==> config.mk <==
export PLATFORM = sky130hd
export DESIGN_NAME = ti_sbox_layer_seq
export DESIGN_NICKNAME = d
export VERILOG_FILES = /design/src/rtl/ti_sbox_layer_seq.sv
export SDC_FILE = /design/constraint.sdc
export NUM_CORES = 1
export LEC_CHECK = 0
export CORE_AREA = 4 4 172 174
export CTS_CLUSTER_SIZE = 16
export DETAILED_ROUTE_END_ITERATION = 8
export DIE_AREA = 0 0 176 178
export DONT_BUFFER_PORTS = 1
export GPL_TIMING_DRIVEN = 0
export PLACE_DENSITY = 0.65
export SLEW_MARGIN = 30
export SYNTH_ARGS = -nofsm -noshare
export SYNTH_HDL_FRONTEND = slang
export SYNTH_SLANG_ARGS = --single-unit
export TNS_END_PERCENT = 20
==> constraint.sdc <==
create_clock -name clk -period 3.1 [get_ports clk]
set_input_delay 0.465 -clock clk [delete_from_list [all_inputs] [get_ports clk]]
set_output_delay 0.465 -clock clk [all_outputs]
set_load 0.01 [all_outputs]
==> src/rtl/ti_sbox_layer_seq.sv <==
// Streams NIBBLES shared nibbles through an external two-stage TI S-box; start-to-done NIBBLES+2 cycles.
// No backpressure: start is ignored while busy. Define TI_SBOX_REMASK_EN to refresh inter-stage shares with rnd.
module ti_sbox_layer_seq #(
  parameter int NIBBLES = 16,
  parameter int SHARES  = 3
) (
  input  logic                          clk,
  input  logic                          rst_n,
  input  logic                          start,
  input  logic [4*NIBBLES*SHARES-1:0]   state_in,
  output logic                          busy,
  output logic                          done,
  output logic [4*NIBBLES*SHARES-1:0]   state_out,
  output logic [4*SHARES-1:0]           s1_in,
  input  logic [4*SHARES-1:0]           s1_out,
  output logic [4*SHARES-1:0]           s2_in,
  input  logic [4*SHARES-1:0]           s2_out,
  input  logic [4*(SHARES-1)-1:0]       rnd,
  output logic                          rnd_used
);

  localparam int PW = $clog2(NIBBLES);
  localparam int SW = 4 * NIBBLES;

  typedef enum logic [1:0] {IDLE, RUN, DRAIN, DONE} fsm_t;

  fsm_t                          fsm_q, fsm_d;
  logic [4*NIBBLES*SHARES-1:0]   state_q, state_d;
  logic [4*SHARES-1:0]           mid_q, mid_d;
  logic [PW-1:0]                 mid_idx_q, mid_idx_d;
  logic                          mid_vld_q, mid_vld_d;
  logic [PW-1:0]                 ptr_q, ptr_d;
  logic [3:0]                    rnd_acc;

  always_ff @(posedge clk) begin
    if (!rst_n) begin
      fsm_q     <= IDLE;
      state_q   <= '0;
      mid_q     <= '0;
      mid_idx_q <= '0;
      mid_vld_q <= 1'b0;
      ptr_q     <= '0;
    end else begin
      fsm_q     <= fsm_d;
      state_q   <= state_d;
      mid_q     <= mid_d;
      mid_idx_q <= mid_idx_d;
      mid_vld_q <= mid_vld_d;
      ptr_q     <= ptr_d;
    end
  end

  always_comb begin
    fsm_d     = fsm_q;
    state_d   = state_q;
    mid_d     = mid_q;
    mid_idx_d = mid_idx_q;
    mid_vld_d = mid_vld_q;
    ptr_d     = ptr_q;
    rnd_acc   = 4'h0;
    s1_in     = '0;
    s2_in     = '0;

    // Write-back of the previous nibble overlaps the read of the next one; indices always differ.
    if (mid_vld_q) begin
      s2_in = mid_q;
      for (int s = 0; s < SHARES; s++) begin
        state_d[s*SW + 4*int'(mid_idx_q) +: 4] = s2_out[4*s +: 4];
      end
    end

    case (fsm_q)
      IDLE: begin
        if (start) begin
          state_d = state_in;
          ptr_d   = '0;
          fsm_d   = RUN;
        end
      end
      RUN: begin
        for (int s = 0; s < SHARES; s++) begin
          s1_in[4*s +: 4] = state_q[s*SW + 4*int'(ptr_q) +: 4];
        end
        mid_d = s1_out;
`ifdef TI_SBOX_REMASK_EN
        // Fresh masks cancel in the share XOR, so the unshared value is unchanged.
        for (int k = 0; k < SHARES-1; k++) begin
          mid_d[4*k +: 4] = mid_d[4*k +: 4] ^ rnd[4*k +: 4];
          rnd_acc         = rnd_acc ^ rnd[4*k +: 4];
        end
        mid_d[4*(SHARES-1) +: 4] = mid_d[4*(SHARES-1) +: 4] ^ rnd_acc;
`endif
        mid_idx_d = ptr_q;
        mid_vld_d = 1'b1;
        if (int'(ptr_q) == NIBBLES-1) begin
          fsm_d = DRAIN;
        end else begin
          ptr_d = ptr_q + 1'b1;
        end
      end
      DRAIN: begin
        mid_vld_d = 1'b0;
        fsm_d     = DONE;
      end
      DONE: begin
        fsm_d = IDLE;
      end
      default: fsm_d = IDLE;
    endcase
  end

`ifdef TI_SBOX_REMASK_EN
  assign rnd_used = (fsm_q == RUN);
`else
  logic unused_rnd;
  assign unused_rnd = ^{rnd, rnd_acc};
  assign rnd_used   = 1'b0;
`endif

  assign busy      = (fsm_q == RUN) || (fsm_q == DRAIN);
  assign done      = (fsm_q == DONE);
  assign state_out = state_q;

endmodule

# == Word-level counts from Yosys, hierarchy flattened ==
# Cells that the tools add are included.
# totals
ff_bits,215
input_bits,227
wordCells,51
# op_classes
n_addsub,8
eq_ne,7
n_shift,9
n_mux,15
n_reduce_logical,6
# ops
operator,count
bitwise mux 192 bit,3
two-way mux 192 bit,3
variable shift 4 x 33 -> 192 bit (first input constant),3
variable part select 4 x 33 -> 192 bit,3
variable part select 192 x 10 -> 4 bit,1
variable part select 192 x 7 -> 4 bit,1
variable part select 192 x 9 -> 4 bit,1
negator 6 -> 33 bit,1
negator 8 -> 33 bit,1
negator 9 -> 33 bit,1
two-way mux 12 bit,2
adder 8 x 6 -> 9 bit (first input constant),2
adder 7 x 6 -> 8 bit (first input constant),2
two-way mux 4 bit,2
one-hot mux 2 bit (4 select lines),1
one-hot mux 4 bit (2 select lines),1
!= test 2 bit (second input constant),3
adder 4 x 1 -> 4 bit (second input constant),1
== test 2 bit (second input constant),2
== test 4 x 1 -> 1 bit (second input constant),1
two-way mux 2 bit,2
nonzero test 2 bit,2
AND reduction 3 bit,1
== test 2 x 1 -> 1 bit (second input constant),1
other kinds (4),4

# == Depth between registers and ports, before layout ==
# logic_depth
ltp_word,8
depth_mapped,13
ltp_nobuf,7

# == Least setup slack after synthesis ==
# OpenSTA, ideal clock, no wires.
# synth_path
kind,reg-to-reg
from,register mid_idx_q[0]
to,register state_q[63] (netlist: state_out[63])
setup_ns,0.134
arrival_ns,3.043
t_required_ns,2.966
setup_slack_ns,-0.077
path_stages_with_launch,11
path_buffers,3
path_cell_list,dfxtp_1 clkbuf_1 buf_2 clkbuf_1 inv_1 ha_1 or4b_1 a21oi_1 mux2_2 a221oi_1 nor4_1
# synth_between
elab_chain_cells,8
elab_cells_between_ends,17
classes_between,add/sub (5); shift (6); mux (6)
# synth_lines
element,line_no,text
from (decl),30,"logic [PW-1:0] mid_idx_q, mid_idx_d;"
from (signal assigned),47,mid_idx_q <= mid_idx_d;
adder 7 x 6 -> 8 bit or negator 6 -> 33 bit (tied branches),68,state_d[s*SW + 4*int'(mid_idx_q) +: 4] = s2_out[4*s +: 4];
"negator 8 -> 33 bit, or another cell as far along",68,
"variable part select 4 x 33 -> 192 bit, or another cell as far along",68,
bitwise mux 192 bit,68,
bitwise mux 192 bit (*),68,
two-way mux 192 bit (*),65,if (mid_vld_q) begin
two-way mux 192 bit,74,if (start) begin
two-way mux 192 bit (*),72,case (fsm_q)
to (signal assigned),45,state_q <= state_d;
to (decl),28,"logic [4*NIBBLES*SHARES-1:0] state_q, state_d;"
# Mark *: on every way between the ends. The rest lies on a longest branch, timed or not.
# A chain may end at the register's enable or synchronous reset.

# == Worst setup path in the final report ==
# layout_path
from,register mid_idx_q[0]
to,register state_q[66] (netlist: state_out[66])
# The elaborated chain is that of the path after synthesis.

==> impl_metrics.tcl <==
set metrics [dict create \
    outcome "finished with violations" \
    violations "negative setup slack" \
    period_needed_ns 3.23 \
    required_ns 3.52 \
    pwr-share-clk_pct 22.0 \
    crit_type "flip-flop to flip-flop" \
    critPathMaxStageDelay_ns 0.59 \
    use_met2_pct 68.5 \
    p_comb_share_pct 42.1 \
    async_reset_ff_share_pct 0 \
    p_per_area_nw_per_um2 949 \
    setup_violations 44 \
    cp_slowest_cell "clkbuf_1" \
    syn_nets 1759 \
    whs_ns 0.0247 \
    vias 14900 \
    drc 0 \
    drv_slew 0 \
    cap_violations 0 \
    holdPathStages 1 \
    clkLatencyLatePin_ns 0.58 \
    min_from "state_in[129]" \
    register_area_sq_um 4310 \
    p_leak_nw 5.45 \
    overflow 0 \
    antenna_found_initial 8 \
    avgSynthCellArea_sq_um 8.60 \
    layout_setup_ws_ns -0.134 \
    ys_seq_area_share_pct 32.9 \
    fill_cells 2718 \
    synth-seq-cells 215 \
    cts_num_sinks 215 \
    cts_buffer_depth 3 \
    grt_pass1_wl_mm 107 \
    min-delay-path-class "input port to flip-flop" \
    grt_util_met1_pct 59.0 \
    cts_tree "built" \
    post-route-period-util_pct 104 \
    io_buffers 0 \
    total_power_mw 14.4 \
    power_frac_seq_pct 35.9 \
    relSlewSlack_pct 22.5 \
    crit_buf_inv 5 \
    grt_max_degree 14 \
    layout-drive-gt1-share_pct 19.0 \
    tightest_slew_ns 1.16 \
    instances_no_fill 1968 \
    p_int_mw 7.68 \
    fp.dieArea_sq_um 31300 \
    htreeDepth 1 \
    grt_pass1_vias 14000 \
    fp.dieW_um 176 \
    grtUsageTotal_pct 47.6 \
    cts-root-buf "clkbuf_16" \
    dp_cells 1898 \
    r2r-start "mid_idx_q[0]$_SDFFE_PN0P_" \
    busiest_layer "met2" \
    fin_skew_ns 0.0421 \
    cp.arrival_ns 3.66 \
    ir_worst_vdd_uv 513 \
    synthCells 1520 \
    wirelength_mm 79.0 \
    drtAntennaViolNets 0 \
    p_sw_mw 6.69 \
    fin_nets 1806 \
    synthToLayoutAreaGrowth_pct 15.9 \
    post_drt_via_cell_ratio 7.57 \
    synth_ff_type "dfxtp_1" \
    r2r_slack_ns -0.13 \
    worst_path_most_repeated_cell "clkbuf_16" \
    gp_congestion 1.05 \
    endpoint_kind "flip-flop" \
    final_core_util_pct 54.5 \
    synth_edf_count 0 \
    rr_worst_depth 10 \
    netlist_area_sq_um 13100 \
    path_cells "clkbuf_16 -> buf_8 -> clkbuf_16 -> inv_2 -> ha_1 -> clkbuf_1 -> and2_0 -> o21ai_0 -> a221oi_1 -> nor2_1" \
    fp.dieH_um 178 \
    use_met3_pct 18.3 \
    rows 61 \
    yosysWarnings 0 \
    cp_max_fo 10 \
    crit_path_start_kind "flip-flop" \
    fin_tns_setup_ns -1.38 \
    coreArea_sq_um 27800 \
    drt-pass1-iter-count 6 \
    cts.clk_slew.worst_paths_ns 0.06 \
    ys_types 79 \
    dp_hpwl_mm 59.6 \
    io_pins 446 \
    multi_input_comb_area_sq_um 8430 \
    rsz0062_at_grt "yes" \
    crit_family "buffers and inverters" \
    wire_per_inst_um 40.1 \
    numCtsBuffers 26 \
    whs_endpoint "state_out[129]$_SDFF_PN0_" \
    swShare_pct 46.6 \
    drt_iter0_drc 2205 \
    fmaxAchievable_mhz 309 \
    rr_endpoint "state_out[66]$_SDFF_PN0_" \
    initial_core_util_pct 47.0 \
    hold_viol_final 0 \
]
## sequential cells by signal (all words and copies together), names as in the netlist
| signal | cells |
|---|---|
| ptr_q | 4 |
| mid_idx_q | 4 |
| mid_q | 12 |
| mid_vld_q | 1 |
| state_out | 192 |
| fsm_q | 2 |
## timing repair
action,CTS,global route
endpoints found under the setup margin,216,175
hold buffers,0,0
buffers inserted,11,10
cloned,0,1
gates resized for setup,104,73
pin swaps,6,4
## layout make-up
class / count / area share [%]
Antenna cell: 5 / 0.0826
Buffer: 147 / 5.58
Clock buffer: 40 / 4.91
Clock inverter: 6 / 0.653
Inverter: 12 / 0.297
Multi-Input combinational cell: 1143 / 55.7
Sequential cell: 215 / 28.5
Tap cell: 378 / 3.12
Timing Repair Buffer: 22 / 1.26
## cell families after synthesis
group / count (synthesis) / synth area share [%]
adders and majority gates: 12 / 1.15
DFF: 215 / 32.9
buffers and inverters: 162 / 5.03
other: 1 / 0.0287
xor gates and xnor gates: 2 / 0.134
muxes: 136 / 16.3
and+or+nand+nor: 506 / 19.4
AOI/OAI and AO/OA: 486 / 25.0
## metal layers
metal  part of all wire, %  wire length (um)
met1                    36             28500
met2                    41             32300
met3                    14             11400
met4                   8.5              6700
met5                 0.035                28
## stage by stage
step,instance area (sq um),setup WS [ns]
floorplan,13100,0.00793
global placement,13500,-1.69
global route,15100,-0.155
CTS,14800,-0.156
detailed placement,13600,-1.64
finish,15100,-0.134
## worst max-delay path by stage
stage | slack (ns) | from | to | depth (start not counted)
floorplan | 0.008 | mid_idx_q[0]$_SDFFE_PN0P_ | state_out[63]$_SDFF_PN0_ | 10
global placement | -1.69 | mid_idx_q[0]$_SDFFE_PN0P_ | state_out[2]$_SDFF_PN0_ | 11
detailed placement | -1.64 | mid_idx_q[0]$_SDFFE_PN0P_ | state_out[2]$_SDFF_PN0_ | 11
CTS | -0.16 | ptr_q[0]$_SDFFE_PN0P_ | s1_in[0] | 5
global route | -0.15 | fsm_q[0]$_SDFFE_PN0P_ | state_out[3]$_SDFF_PN0_ | 8
finish | -0.13 | mid_idx_q[0]$_SDFFE_PN0P_ | state_out[66]$_SDFF_PN0_ | 10
## power groups by stage
stage                     clock network [mW]  registers (mW)  logic [mW]
final                                   3.16            5.16        6.05
after detailed placement                   0            5.14        5.43
after global placement                     0            5.14        5.36
after CTS                               3.11            5.08        5.61
after global routing                    3.21            5.18        6.30
after floorplan                            0            4.55        3.66
## synth_stat cells, types with 4 or more instances
| cell | n | area, sq um |
|---|---|---|
| a221o_1 | 10 | 100 |
| ha_1 | 12 | 150 |
| o211ai_1 | 11 | 82.6 |
| mux4_2 | 60 | 1350 |
| and2_1 | 50 | 313 |
| o21ai_0 | 128 | 641 |
| nand2_1 | 83 | 312 |
| a221oi_1 | 41 | 359 |
| o221a_2 | 22 | 248 |
| nand4_1 | 19 | 119 |
| a21o_1 | 15 | 113 |
| clkbuf_1 | 113 | 424 |
| mux2_2 | 12 | 135 |
| dfxtp_1 | 215 | 4300 |
| buf_1 | 17 | 63.8 |
| buf_2 | 14 | 70.1 |
| a22oi_1 | 7 | 52.6 |
| nand2b_1 | 11 | 68.8 |
| nand3_1 | 51 | 255 |
| a21oi_1 | 111 | 556 |
| and3_1 | 21 | 131 |
| nor3_1 | 33 | 165 |
| nor4_1 | 14 | 87.6 |
| nor2_1 | 162 | 608 |
| or3_1 | 12 | 75.1 |
| a31oi_1 | 23 | 144 |
| inv_1 | 11 | 41.3 |
| nor3b_1 | 4 | 30.0 |
| a311oi_1 | 22 | 193 |
| mux2i_1 | 64 | 641 |
| a32oi_1 | 4 | 35.0 |
| nor2b_1 | 9 | 56.3 |
| o22ai_1 | 12 | 75.1 |
| o221ai_1 | 6 | 52.6 |
| o21bai_1 | 4 | 30.0 |
| a211oi_1 | 37 | 278 |
| or2_2 | 13 | 81.3 |
## cell usage in the layout, fill, tap and decap left out, types with 22 or more instances in the layout
cell,netlist,routed
o221a_2,22,22
mux4_2,60,60
and2_1,50,45
a31oi_1,23,23
clkbuf_16,0,29
a21oi_1,111,106
nor3_1,33,29
dfxtp_1,215,212
nand3_1,51,47
nand2_1,83,79
a211oi_1,37,33
buf_4,1,25
mux2i_1,64,64
a221oi_1,41,38
nor2_1,162,159
o21ai_0,128,126
clkbuf_1,113,89
(Power assumes the default switching activity.)
